==> src/rtl/hazard_fwd_if.sv <==
// Decode-stage hazard/forwarding bus between the pipeline (master) and the
// hazard/forwarding unit (slave). AW/CW must match the unit's parameters.
interface hazard_fwd_if #(
    parameter int AW = 5,
    parameter int CW = 16
);
    logic [AW-1:0] RA;
    logic [AW-1:0] RB;
    logic          ra_used;
    logic          rb_used;
    logic [AW-1:0] RW_id;
    logic          wr_en_id;
    logic          is_load_id;
    logic          imm_sel_id;
    logic          hold_in;

    logic [1:0]    mux_sel_A;
    logic [1:0]    mux_sel_B;
    logic          imm_sel;
    logic          stall;
    logic [CW-1:0] stall_cnt;

    modport master (
        output RA, RB, ra_used, rb_used, RW_id, wr_en_id, is_load_id,
               imm_sel_id, hold_in,
        input  mux_sel_A, mux_sel_B, imm_sel, stall, stall_cnt
    );

    modport slave (
        input  RA, RB, ra_used, rb_used, RW_id, wr_en_id, is_load_id,
               imm_sel_id, hold_in,
        output mux_sel_A, mux_sel_B, imm_sel, stall, stall_cnt
    );
endinterface

==> src/rtl/hazard_fwd_unit.sv <==
// Hazard detection and operand-forwarding control for a short in-order
// pipeline. Tracks the three instructions ahead of decode and picks, per
// operand, the youngest in-flight producer; stalls one cycle on load-use.
module hazard_fwd_unit #(
    parameter int AW = 5,
    parameter int CW = 16
) (
    input  logic          clk,
    input  logic          rst,
    hazard_fwd_if.slave   bus
);
    typedef enum logic [1:0] {
        SRC_AR = 2'b00,
        SRC_EX = 2'b01,
        SRC_DM = 2'b10,
        SRC_WB = 2'b11
    } src_e;

    typedef struct packed {
        logic          valid;
        logic [AW-1:0] dest;
        logic          load;
    } entry_t;

    entry_t        age1_q, age2_q, age3_q;
    entry_t        id_entry;
    src_e          sel_a_q, sel_b_q;
    src_e          sel_a_d, sel_b_d;
    logic          imm_sel_q;
    logic [CW-1:0] stall_cnt_q;
    logic          a_m1, a_m2, a_m3;
    logic          b_m1, b_m2, b_m3;
    logic          stall_c;

    // Decode-stage entry; writes to register 0 are never tracked.
    always_comb begin
        id_entry       = '0;
        id_entry.valid = bus.wr_en_id && (bus.RW_id != '0);
        id_entry.dest  = bus.RW_id;
        id_entry.load  = bus.is_load_id;
    end

    // Per-age operand matches, source priority and load-use stall detect.
    always_comb begin
        a_m1 = bus.ra_used && age1_q.valid && (age1_q.dest == bus.RA);
        a_m2 = bus.ra_used && age2_q.valid && (age2_q.dest == bus.RA);
        a_m3 = bus.ra_used && age3_q.valid && (age3_q.dest == bus.RA);
        b_m1 = bus.rb_used && !bus.imm_sel_id && age1_q.valid && (age1_q.dest == bus.RB);
        b_m2 = bus.rb_used && !bus.imm_sel_id && age2_q.valid && (age2_q.dest == bus.RB);
        b_m3 = bus.rb_used && !bus.imm_sel_id && age3_q.valid && (age3_q.dest == bus.RB);

        sel_a_d = SRC_AR;
        if (a_m1)      sel_a_d = SRC_EX;
        else if (a_m2) sel_a_d = SRC_DM;
        else if (a_m3) sel_a_d = SRC_WB;

        sel_b_d = SRC_AR;
        if (b_m1)      sel_b_d = SRC_EX;
        else if (b_m2) sel_b_d = SRC_DM;
        else if (b_m3) sel_b_d = SRC_WB;

        stall_c = !rst && !bus.hold_in && age1_q.valid && age1_q.load && (a_m1 || b_m1);
    end

    // Age pipeline, registered selects and stall counter.
    always_ff @(posedge clk) begin
        if (rst) begin
            age1_q      <= '0;
            age2_q      <= '0;
            age3_q      <= '0;
            sel_a_q     <= SRC_AR;
            sel_b_q     <= SRC_AR;
            imm_sel_q   <= 1'b0;
            stall_cnt_q <= '0;
        end else if (!bus.hold_in) begin
            age3_q <= age2_q;
            age2_q <= age1_q;
            if (stall_c) begin
                // Bubble in behind the load; the ID instruction is re-evaluated
                // next cycle with the load one age older.
                age1_q    <= '0;
                sel_a_q   <= SRC_AR;
                sel_b_q   <= SRC_AR;
                imm_sel_q <= 1'b0;
                if (stall_cnt_q != '1)
                    stall_cnt_q <= stall_cnt_q + 1'b1;
            end else begin
                age1_q    <= id_entry;
                sel_a_q   <= sel_a_d;
                sel_b_q   <= sel_b_d;
                imm_sel_q <= bus.imm_sel_id;
            end
        end
    end

    assign bus.mux_sel_A = sel_a_q;
    assign bus.mux_sel_B = sel_b_q;
    assign bus.imm_sel   = imm_sel_q;
    assign bus.stall     = stall_c;
    assign bus.stall_cnt = stall_cnt_q;
endmodule
==> src/flat_wrapper.sv <==
// flat-port wrapper written by rule: the top's interface ports become plain ports
module hazard_fwd_unit_flat 
#(
    parameter int AW = 5,
    parameter int CW = 16
)
  (clk, rst, bus_RA, bus_RB, bus_ra_used, bus_rb_used, bus_RW_id, bus_wr_en_id, bus_is_load_id, bus_imm_sel_id, bus_hold_in, bus_mux_sel_A, bus_mux_sel_B, bus_imm_sel, bus_stall, bus_stall_cnt);
  hazard_fwd_if #(.AW(AW), .CW(CW)) bus_i ();
  input  logic clk;
  input  logic rst;
  input wire logic [$bits(bus_i.RA)-1:0] bus_RA;
  input wire logic [$bits(bus_i.RB)-1:0] bus_RB;
  input wire logic [$bits(bus_i.ra_used)-1:0] bus_ra_used;
  input wire logic [$bits(bus_i.rb_used)-1:0] bus_rb_used;
  input wire logic [$bits(bus_i.RW_id)-1:0] bus_RW_id;
  input wire logic [$bits(bus_i.wr_en_id)-1:0] bus_wr_en_id;
  input wire logic [$bits(bus_i.is_load_id)-1:0] bus_is_load_id;
  input wire logic [$bits(bus_i.imm_sel_id)-1:0] bus_imm_sel_id;
  input wire logic [$bits(bus_i.hold_in)-1:0] bus_hold_in;
  output wire logic [$bits(bus_i.mux_sel_A)-1:0] bus_mux_sel_A;
  output wire logic [$bits(bus_i.mux_sel_B)-1:0] bus_mux_sel_B;
  output wire logic [$bits(bus_i.imm_sel)-1:0] bus_imm_sel;
  output wire logic [$bits(bus_i.stall)-1:0] bus_stall;
  output wire logic [$bits(bus_i.stall_cnt)-1:0] bus_stall_cnt;
  assign bus_i.RA = bus_RA;
  assign bus_i.RB = bus_RB;
  assign bus_i.ra_used = bus_ra_used;
  assign bus_i.rb_used = bus_rb_used;
  assign bus_i.RW_id = bus_RW_id;
  assign bus_i.wr_en_id = bus_wr_en_id;
  assign bus_i.is_load_id = bus_is_load_id;
  assign bus_i.imm_sel_id = bus_imm_sel_id;
  assign bus_i.hold_in = bus_hold_in;
  assign bus_mux_sel_A = bus_i.mux_sel_A;
  assign bus_mux_sel_B = bus_i.mux_sel_B;
  assign bus_imm_sel = bus_i.imm_sel;
  assign bus_stall = bus_i.stall;
  assign bus_stall_cnt = bus_i.stall_cnt;
  hazard_fwd_unit #(.AW(AW), .CW(CW)) u_core (.clk(clk), .rst(rst), .bus(bus_i));
endmodule
==> config.mk <==
export PLATFORM = sky130hd
export DESIGN_NAME = hazard_fwd_unit_flat
export DESIGN_NICKNAME = d
export VERILOG_FILES = /design/src/rtl/hazard_fwd_if.sv /design/src/rtl/hazard_fwd_unit.sv /design/src/flat_wrapper.sv
export SDC_FILE = /design/constraint.sdc
export NUM_CORES = 1
export LEC_CHECK = 0
export ABC_AREA = 1
export CORE_MARGIN = 1
export CORE_UTILIZATION = 60
export CTS_BUF_LIST = sky130_fd_sc_hd__clkbuf_4 sky130_fd_sc_hd__clkbuf_8
export DETAILED_ROUTE_END_ITERATION = 12
export DONT_BUFFER_PORTS = 1
export PLACE_DENSITY = 0.76
export SKIP_CTS_REPAIR_TIMING = 1
export SYNTH_ARGS = -nofsm -noshare
export SYNTH_HDL_FRONTEND = slang
export SYNTH_SLANG_ARGS = --single-unit
==> constraint.sdc <==
create_clock -name clk -period 3.6 [get_ports clk]
set_input_delay 0.72 -clock clk [delete_from_list [all_inputs] [get_ports clk]]
set_output_delay 0.72 -clock clk [all_outputs]
set_load 0.05 [all_outputs]
== Word-level counts from Yosys, hierarchy flattened ==
Cells that the tools add are included.
Storage, ports and cells
  register bits: 40
  logic and storage cells: 54
Cells by class
  multiplexer cells: 10
  reductions and logical operators: 24
  add/subtract/negate cells: 1
  bitwise operators: 1
  eq/ne operators: 7
Operators with widths (number)
  equality test 5 bit: 6
  logical AND 1 bit: 18
  adder 16 x 1 -> 16 bit (second input constant): 1
  2-to-1 mux 2 bit: 8
  inequality test 16 bit (second input constant): 1
  2-to-1 mux 7 bit: 1
  nonzero test 5 bit: 1
  logical NOT 1 bit: 3
  AND reduction 3 bit: 1
  logical OR 1 bit: 1
  2-to-1 mux 1 bit: 1
  inverter 1 bit: 1

== Depth between registers and ports, before layout ==
  word-level depth: 8
  gate-level depth with buffers: 10
  mapped depth without buffers: 10

== Worst setup path before layout ==
OpenSTA, ideal clock, no wires.
  path kind: input port to output port
  start: input rst
  end: output bus_stall
  stages on the path: 7
  arrival: 1.841 ns
  path buffers: 2
  data required time: 2.880 ns
  slack: 1.039 ns
  path through: buf_2 -> inv_2 -> nand3_1 -> nor2_4 -> nand2_2 -> buf_2 -> inv_1
On the way
  longest elaborated chain between the ends: 5
RTL lines
  from (decl): RTL line flat_wrapper.sv:10  | input logic rst;
  logical NOT 1 bit: RTL line hazard_fwd_unit.sv:62  | stall_c = !rst && !bus.hold_in && age1_q.valid && age1_q.load && (a_m1 || b_m1);
  logical AND 1 bit (4 in a row): RTL line hazard_fwd_unit.sv:62
  to (decl): RTL line flat_wrapper.sv:23  | output wire logic [$bits(bus_i.stall)-1:0] bus_stall;
Every way passes these cells.

== Final worst setup path ==
Same ends and word-level chain as after synthesis.

==> flow_summary.ini <==
[run_status]
status = finished, final reports clean

[power]
vdd_drop_max_uv = 230
p_leak_uw = 0.00115
pwr_density_cell_nw_per_um2 = 325

[global_routing]
grt_first_pass_wirelength_um = 9830
grt_antenna_before_repair = 0
first_global_vias = 2244
gr-usage-all-layers = 0.292
globalRouteOverflowTotal = 0
grt_start_max_net_pins = 37

[synthesis]
netlist.area_leader.share = 0.307
yosys_most_used_dff = dfxtp_1
synth_edf_count = 0
postSynth.asyncResetShare = 0
yosysMostFrequentCell = nand2_1
synth-seq-area-share = 0.307
ys_top_cells_by_count = nand2_1 (144), nor2_1 (45), dfxtp_1 (40)
post_synth_instance_area_um2 = 2610
synth_area_per_cell_um2 = 6.18
netlist_instances = 422
synth.lib_cells_used.distinct = 28
synth.area.top_cells = dfxtp_1 (31%), nand2_1 (21%), nor2_1 (6.5%)
synth-seq-cells = 40
synth_top_cell_by_area = dfxtp_1
syn-num-nets = 446
yosys_warnings = 0

[clock_tree]
clock_tree.root_cell = clkbuf_8
clock_tree.htree_level_count = 2
clock_latency_late_sink_ns = 0.29
ctsLongestPathBuffers = 2
clk_transition_reported_paths_ns = 0.08
clock_sinks = 40
cts_tree = yes
cts_buffers = 5

[placed_design]
routabilityCongestion = 0.922
number_of_input_and_output_port_buffers_inserted = 0
dp_hpwl_um = 4700
post_place_cells = 458

[detailed_routing]
wl_um = 6380
vias_per_cell = 5.45
dr.first_iter.drc_count = 170
num_vias = 2541
route.antenna.remaining_nets = 0
first_pass_iters = 4
drc = 0
post_drt_wl_per_cell_um = 13.7

[timing]
finalSetupViolCount = 0
setup_repair_after_global_routing_missed_its_margin = no
fin_crit_sh = 0.783
max_slew_margin = 0.519
fin_tns_setup_ns = 0
finalClockSkew_ns = 0.00362
timing.final.crit_period_ns = 2.82
max_slew.worst_pin.slew_ns = 0.720
hold_viol_final = 0
fmax_mhz = 355
timing.final.max_slew_violations = 0

[critical_path]
arrival_ns = 2.10
crit_path_start_kind = input port
critPathMaxFanout = 26
r2r-start = u_core.bus.stall_cnt[0]$_SDFFE_PP0P_
worstPathRequired_ns = 2.88
crit_path_start = rst
timing.critical_path.to_type = output pin
timing.setup.critical_path_class = input port to output pin
reg_to_reg_slack_setup_ns = 1.34

[final_layout]
design.final.nets = 439
final_layout_size_suffix_gt1_frac = 0.108
syn2layout_area_growth_pct = 2.59
diodes = 0
finalNonFillerCells = 466

[job]
drv.max_cap_violation_count = 0

[floorplanning]
die-area_um2 = 4620
effective_utilization_at_floorplan = 0.639
die_height_um = 68.0
dieWidth_um = 68.0
core_region_area_um2 = 4090
fp-row-count = 23
num_io_pins = 45

[worst_hold_path]
hold_path.class = flip-flop to flip-flop
worst_hold_launch = u_core.age1_q[0]$_SDFFE_PP0N_
## worst paths after layout
path | cells after the start | to
setup / recovery | 5 | bus_stall
hold / removal | 2 | u_core.age1_q[0]$_SDFFE_PP0N_
setup reg to reg | 9 | u_core.bus.stall_cnt[13]$_SDFFE_PP0P_
hold reg to reg | 2 | u_core.age1_q[0]$_SDFFE_PP0N_
## routing by layer
metal	vias to the layer above	GRT usage	wire, µm
li1	1334	-	-
met1	1110	0.343	2680
met2	85	0.517	3170
met3	12	0.0567	384
met4	0	0.109	146
met5	-	0	0
## stage by stage
stage	power, µW	instance area [µm²]	hold WS (ns)	util	worst slack, ns
global placement	561	2580	0.446	0.633	0.844
detailed placement	564	2580	0.458	0.633	0.765
CTS	872	2680	0.469	0.655	0.779
global route	900	2680	0.466	0.655	0.617
finish	870	2680	0.469	0.655	0.781
floorplan	555	2610	0.445	-	1.04
## final cells by class
cell class                 instances  area, µm²
clock inverter                     1       8.76
clock buffer                       7       83.8
fill                             389       1410
sequential                        40        801
multi-input combinational        320       1540
tap                               50       62.6
inverter                          48        180
## registers in the layout, indices dropped and copies added, names as in the netlist
signal	flops
u_core.age1_q	7
u_core.age2_q	6
u_core.age3_q	6
u_core.bus.imm_sel	1
u_core.bus.mux_sel_A	2
u_core.bus.mux_sel_B	2
u_core.bus.stall_cnt	16
## logic make-up (layout without fill, tap and decap cells)
group,Yosys count,in the layout,synth area share
flip-flops,40,40,0.307
AND/OR/NAND/NOR,257,257,0.442
adder cells (fa/ha/maj),1,1,0.00479
buffers and inverters,62,56,0.103
XOR/XNOR,8,8,0.0268
AO/OA/AOI/OAI,54,54,0.116
## report_power, final
part,internal [µW],leakage (µW),switching (µW),total [µW]
Combinational,29.7,0.000772,52.7,82.3
Clock,154,0.0000493,162,316
Sequential,455,0.000326,16.8,472
## critical path: stages
cell and delay, ns:
inv_2 0.20, nand3_1 0.19, nor2_4 0.36, nand2_2 0.24, inv_1 0.38
## cells in the final DEF, fill, tap and decap left out, drive strengths merged
cell    synthesis  layout
ha              1       1
clkbuf          7       7
and2            1       1
a21oi          37      37
nor2           50      50
nor3            1       1
nand3          30      30
o21ai          17      17
dfxtp          40      40
nand2         154     154
clkinv          0       1
inv            48      48
nand4          20      20
xnor2           4       4
nand3b          1       1
xor2            4       4
(Power assumes the default switching activity.)
==> patch 1, RTL diff (same settings) <==
`CW` is set to 16 in 3 places; all go to 15.
--- a/src/rtl/hazard_fwd_if.sv
+++ b/src/rtl/hazard_fwd_if.sv
@@ -2,7 +2,7 @@
 // hazard/forwarding unit (slave). AW/CW must match the unit's parameters.
 interface hazard_fwd_if #(
     parameter int AW = 5,
-    parameter int CW = 16
+    parameter int CW = 15
 );
     logic [AW-1:0] RA;
     logic [AW-1:0] RB;
--- a/src/rtl/hazard_fwd_unit.sv
+++ b/src/rtl/hazard_fwd_unit.sv
@@ -3,7 +3,7 @@
 // operand, the youngest in-flight producer; stalls one cycle on load-use.
 module hazard_fwd_unit #(
     parameter int AW = 5,
-    parameter int CW = 16
+    parameter int CW = 15
 ) (
     input  logic          clk,
     input  logic          rst,
--- a/src/flat_wrapper.sv
+++ b/src/flat_wrapper.sv
@@ -2,7 +2,7 @@
 module hazard_fwd_unit_flat 
 #(
     parameter int AW = 5,
-    parameter int CW = 16
+    parameter int CW = 15
 )
   (clk, rst, bus_RA, bus_RB, bus_ra_used, bus_rb_used, bus_RW_id, bus_wr_en_id, bus_is_load_id, bus_imm_sel_id, bus_hold_in, bus_mux_sel_A, bus_mux_sel_B, bus_imm_sel, bus_stall, bus_stall_cnt);
   hazard_fwd_if #(.AW(AW), .CW(CW)) bus_i ();
Interface: changed (resized bus_stall_cnt); port bits go from 45 to 44. No check against the original RTL was run, so the function may have changed too.
==> patch 1 against the unedited design <==
- sequential cell count down 1
- clock power down 4%
- area after synthesis down 6.8%
- final area down 6.0%
- worst setup slack worse by 0.030 ns
- critical path type is now reg2out
- routed wire length down 6.6%
- total power down 2.7%
- cell count down 3.0%
==> patch 1: results (changes against the unedited design) <==
The number of signal-net inverters in the final layout came to 47 (was 48). The count of unique library cells instantiated by Yosys came out at 26 (was 28). The clock network area share is 3.53% (was 3.46%). The fraction of standard cell area that is sequential came out at 31.0% (was 29.9%). The setup slack of the worst register-to-register path is 1.30 ns (was 1.34 ns). The routed wire length per instance was 13.2 µm (was 13.7 µm). The sum of net half-perimeters after detailed placement came out at 4390 µm (was 4700 µm). The count of buffers not belonging to the clock network in the layout came to 2 (was 0). The parity-gate share of the synthesized area counting xor and xnor cells came out at 2.88% (was 2.68%). The total routed wire length on the met1 layer came out at 2520 µm (was 2680 µm). The count of placed standard cells including taps came out at 444 (was 458). The worst setup path startpoint is u_core.age1_q[6] (was rst).

The worst clock skew is 0.0107 ns (was 0.00362 ns). The number of filler cells placed in the layout came to 363 (was 389). The register area is 781 µm² (was 801 µm²). The endpoint arrival time on the critical path is 2.13 ns (was 2.10 ns). The biggest fanout along the worst timing path came out at 15 (was 26). The worst hold slack across all endpoints is 0.468 ns (was 0.469 ns). The sequential area share after synthesis is 32.1% (was 30.7%). The worst IR drop on VDD came out at 0.000201 V (was 0.000230 V). Run status: finished clean (unchanged). The worst slew slack as a fraction of its limit came out at 56.2% (was 51.9%).

The total number of nets in the final design was 427 (was 439). The flip-flop count of the largest register, all copies and words added came out at 15 (was 16). The met1 track utilization from global routing came out at 34.3% (about the same).

The placer congestion estimate is 0.911 (was 0.922). The static leakage is 1.12 nW (was 1.15 nW). The met2 track utilization from global routing is 52.2% (was 51.7%). The worst setup slack after placement came to 0.824 ns (was 0.765 ns). The met3 track demand over resource is 7.47% (was 5.67%). The share of post-route cells with drive strength above 1 is 5.20% (was 10.8%). The length of routed met3 wiring came out at 297 µm (was 384 µm). The wire length of the first global-routing pass came to 9880 µm (was 9830 µm).

The post-synthesis share of cell area spent on full adders, half adders and majority gates was 0.514% (was 0.479%). The gate count after technology mapping is 408 (was 422). The multi-input gate share of total cell area was 55.5% (was 57.6%). The layout buffering overhead excluding clock cells is 0.596% (was 0%). Top cells by area in the synthesized netlist: sky130_fd_sc_hd__dfxtp_1, sky130_fd_sc_hd__nand2_1, sky130_fd_sc_hd__a21oi_1, sky130_fd_sc_hd__inv_1, sky130_fd_sc_hd__nor2_1 (was sky130_fd_sc_hd__dfxtp_1, sky130_fd_sc_hd__nand2_1, sky130_fd_sc_hd__nor2_1, sky130_fd_sc_hd__inv_1, sky130_fd_sc_hd__a21oi_1). The wire length on met2 came out at 3020 µm (was 3170 µm).
==> patch 1: worst max-delay path, cell delays in order (launching register included) <==
cell and delay, ns:
sky130_fd_sc_hd__dfxtp_1 0.45, sky130_fd_sc_hd__nand2_1 0.09, sky130_fd_sc_hd__inv_1 0.06, sky130_fd_sc_hd__nand2_1 0.04
sky130_fd_sc_hd__nor2_1 0.15, sky130_fd_sc_hd__nand3_1 0.14, sky130_fd_sc_hd__nand2_2 0.30, sky130_fd_sc_hd__nand2_2 0.23
sky130_fd_sc_hd__inv_1 0.38
==> patch 1: where the power goes <==
part / leakage [nW] / internal (mW) / total (mW) / switching (mW)
clock: 0.0446 / 0.143 / 0.303 / 0.160
sequential: 0.318 / 0.444 / 0.460 / 0.0164
combinational: 0.759 / 0.0303 / 0.0831 / 0.0527
total: 1.12 / 0.617 / 0.847 / 0.229
==> patch 2, RTL diff (same flow settings) <==
Without the edit above. Make the reset (`rst`) asynchronous in one clocked block.
--- a/src/rtl/hazard_fwd_unit.sv
+++ b/src/rtl/hazard_fwd_unit.sv
@@ -63,7 +63,7 @@
     end
 
     // Age pipeline, registered selects and stall counter.
-    always_ff @(posedge clk) begin
+    always_ff @(posedge clk or posedge rst) begin
         if (rst) begin
             age1_q      <= '0;
             age2_q      <= '0;
Behaviour: differs if rst is asserted again (counterexample within 4 cycles, from zero or initial values and one cycle with rst high); with rst held inactive, the same outputs for 4 cycles.
==> patch 2 against the unedited design <==
- area after synthesis shrank 0.77%
- critical path type unchanged
- total power up 4.6%
- cell count decreased by 7.3%
- worst setup slack improved by 0.16 ns
- sequential power grew 7.6%
- critical path depth unchanged
- first-iteration DRC count is 35% higher
- sequential cell count is the same
- final area increased by 0.28%
- combinational power is 45% higher
- routed wire length fell by 16%
- sequential share of layout area is 7.4 points higher
==> patch 2: results (changes against the unedited design) <==
Run status: finished clean (unchanged). The pin slew with the least headroom to its limit is 0.620 ns (was 0.720 ns). The endpoint arrival time on the critical path came out at 1.94 ns (was 2.10 ns).

The count of unique library cells instantiated by Yosys came to 25 (was 28). The worst clock skew is 0.00734 ns (was 0.00362 ns). Top cells by area in the synthesized netlist: sky130_fd_sc_hd__dfrtp_1, sky130_fd_sc_hd__nand2_1, sky130_fd_sc_hd__inv_1, sky130_fd_sc_hd__nor2_1, sky130_fd_sc_hd__o21ai_2 (was sky130_fd_sc_hd__dfxtp_1, sky130_fd_sc_hd__nand2_1, sky130_fd_sc_hd__nor2_1, sky130_fd_sc_hd__inv_1, sky130_fd_sc_hd__a21oi_1). The worst hold slack across all endpoints came out at 0.442 ns (was 0.469 ns).

The total routing usage reported by global routing came to 25.8% (was 29.2%). The synthesized area divided by synthesized cell count came to 6.78 µm² (was 6.18 µm²). The share of post-route cells with drive strength above 1 is 11.5% (was 10.8%). The number of standard cells in the final layout excluding fillers came out at 432 (was 466). The placer congestion estimate is 0.956 (was 0.922). Cell types with the highest counts after synthesis: sky130_fd_sc_hd__nand2_1, sky130_fd_sc_hd__inv_1, sky130_fd_sc_hd__dfrtp_1, sky130_fd_sc_hd__nor2_1, sky130_fd_sc_hd__nand3_1 (was sky130_fd_sc_hd__nand2_1, sky130_fd_sc_hd__nor2_1, sky130_fd_sc_hd__dfxtp_1, sky130_fd_sc_hd__inv_1, sky130_fd_sc_hd__a21oi_1).

The worst hold-check path type was in2async (was reg2reg). The reg-to-reg endpoint is u_core.bus.stall_cnt[9] (was u_core.bus.stall_cnt[13]). The sum of net half-perimeters after detailed placement is 4100 µm (was 4700 µm). The leading register cell type out of synthesis is sky130_fd_sc_hd__dfrtp_1 (was sky130_fd_sc_hd__dfxtp_1).

The sequential area share after synthesis is 38.6% (was 30.7%). The detailed-routing iteration count for the pre-antenna-repair pass is 5 (was 4). The length of routed met3 wiring came to 388 µm (was 384 µm). The static leakage came out at 1.35 nW (was 1.15 nW). The via total after detailed routing is 2212 (was 2541). The worst IR drop on VDD came out at 0.000291 V (was 0.000230 V). The DRC marker count from the first detailed-route iteration came to 229 (was 170).

The proportion of register bits with asynchronous set or reset after synthesis came out at 100% (was 0%). The met3 track demand over resource was 6.93% (was 5.67%). The part of the total power dissipated in the clock network is 31.2% (was 36.3%). The number of global-route vias before repair came out at 1886 (was 2244).

The biggest fanout along the worst timing path came out at 30 (was 26). The final worst setup slack came out at 0.945 ns (was 0.781 ns). The maximum number of pins on one net before global-route repair is 41 (was 37). The internal power came to 0.648 mW (was 0.638 mW). The wire length of the first global-routing pass is 8800 µm (was 9830 µm). The routed wire length per instance was 12.3 µm (was 13.7 µm). The total number of nets in the final design was 406 (was 439). The wire length on met2 is 2220 µm (was 3170 µm).
[patch 2: final cells by class]
type / count / area [µm²]
Timing Repair Buffer: 2 / 15.0
Fill cell: 377 / 1400
Inverter: 57 / 214
Sequential cell: 40 / 1000
Tap cell: 50 / 62.6
Multi-Input combinational cell: 276 / 1310
Clock buffer: 5 / 68.8
Clock inverter: 2 / 12.5
[patch 2: through the flow]
stage | area, µm² | power, mW
2_1_floorplan | 2590 | 0.609
3_3_place_gp | 2600 | 0.633
3_5_place_dp | 2600 | 0.635
4_1_cts | 2690 | 0.919
5_1_grt | 2690 | 0.959
6_report | 2690 | 0.911
[patch 2: cell families (layout without fill, tap and decap cells)]
family          count (synthesis)  in the layout  share of synthesized area (%)
simple gates                  222            222                           35.7
buf+inv                        66             66                           10.7
flops                          40             40                           38.6
compound gates                 39             39                           9.71
xor+xnor                       14             14                           4.73
fa+ha+maj                       1              1                          0.483
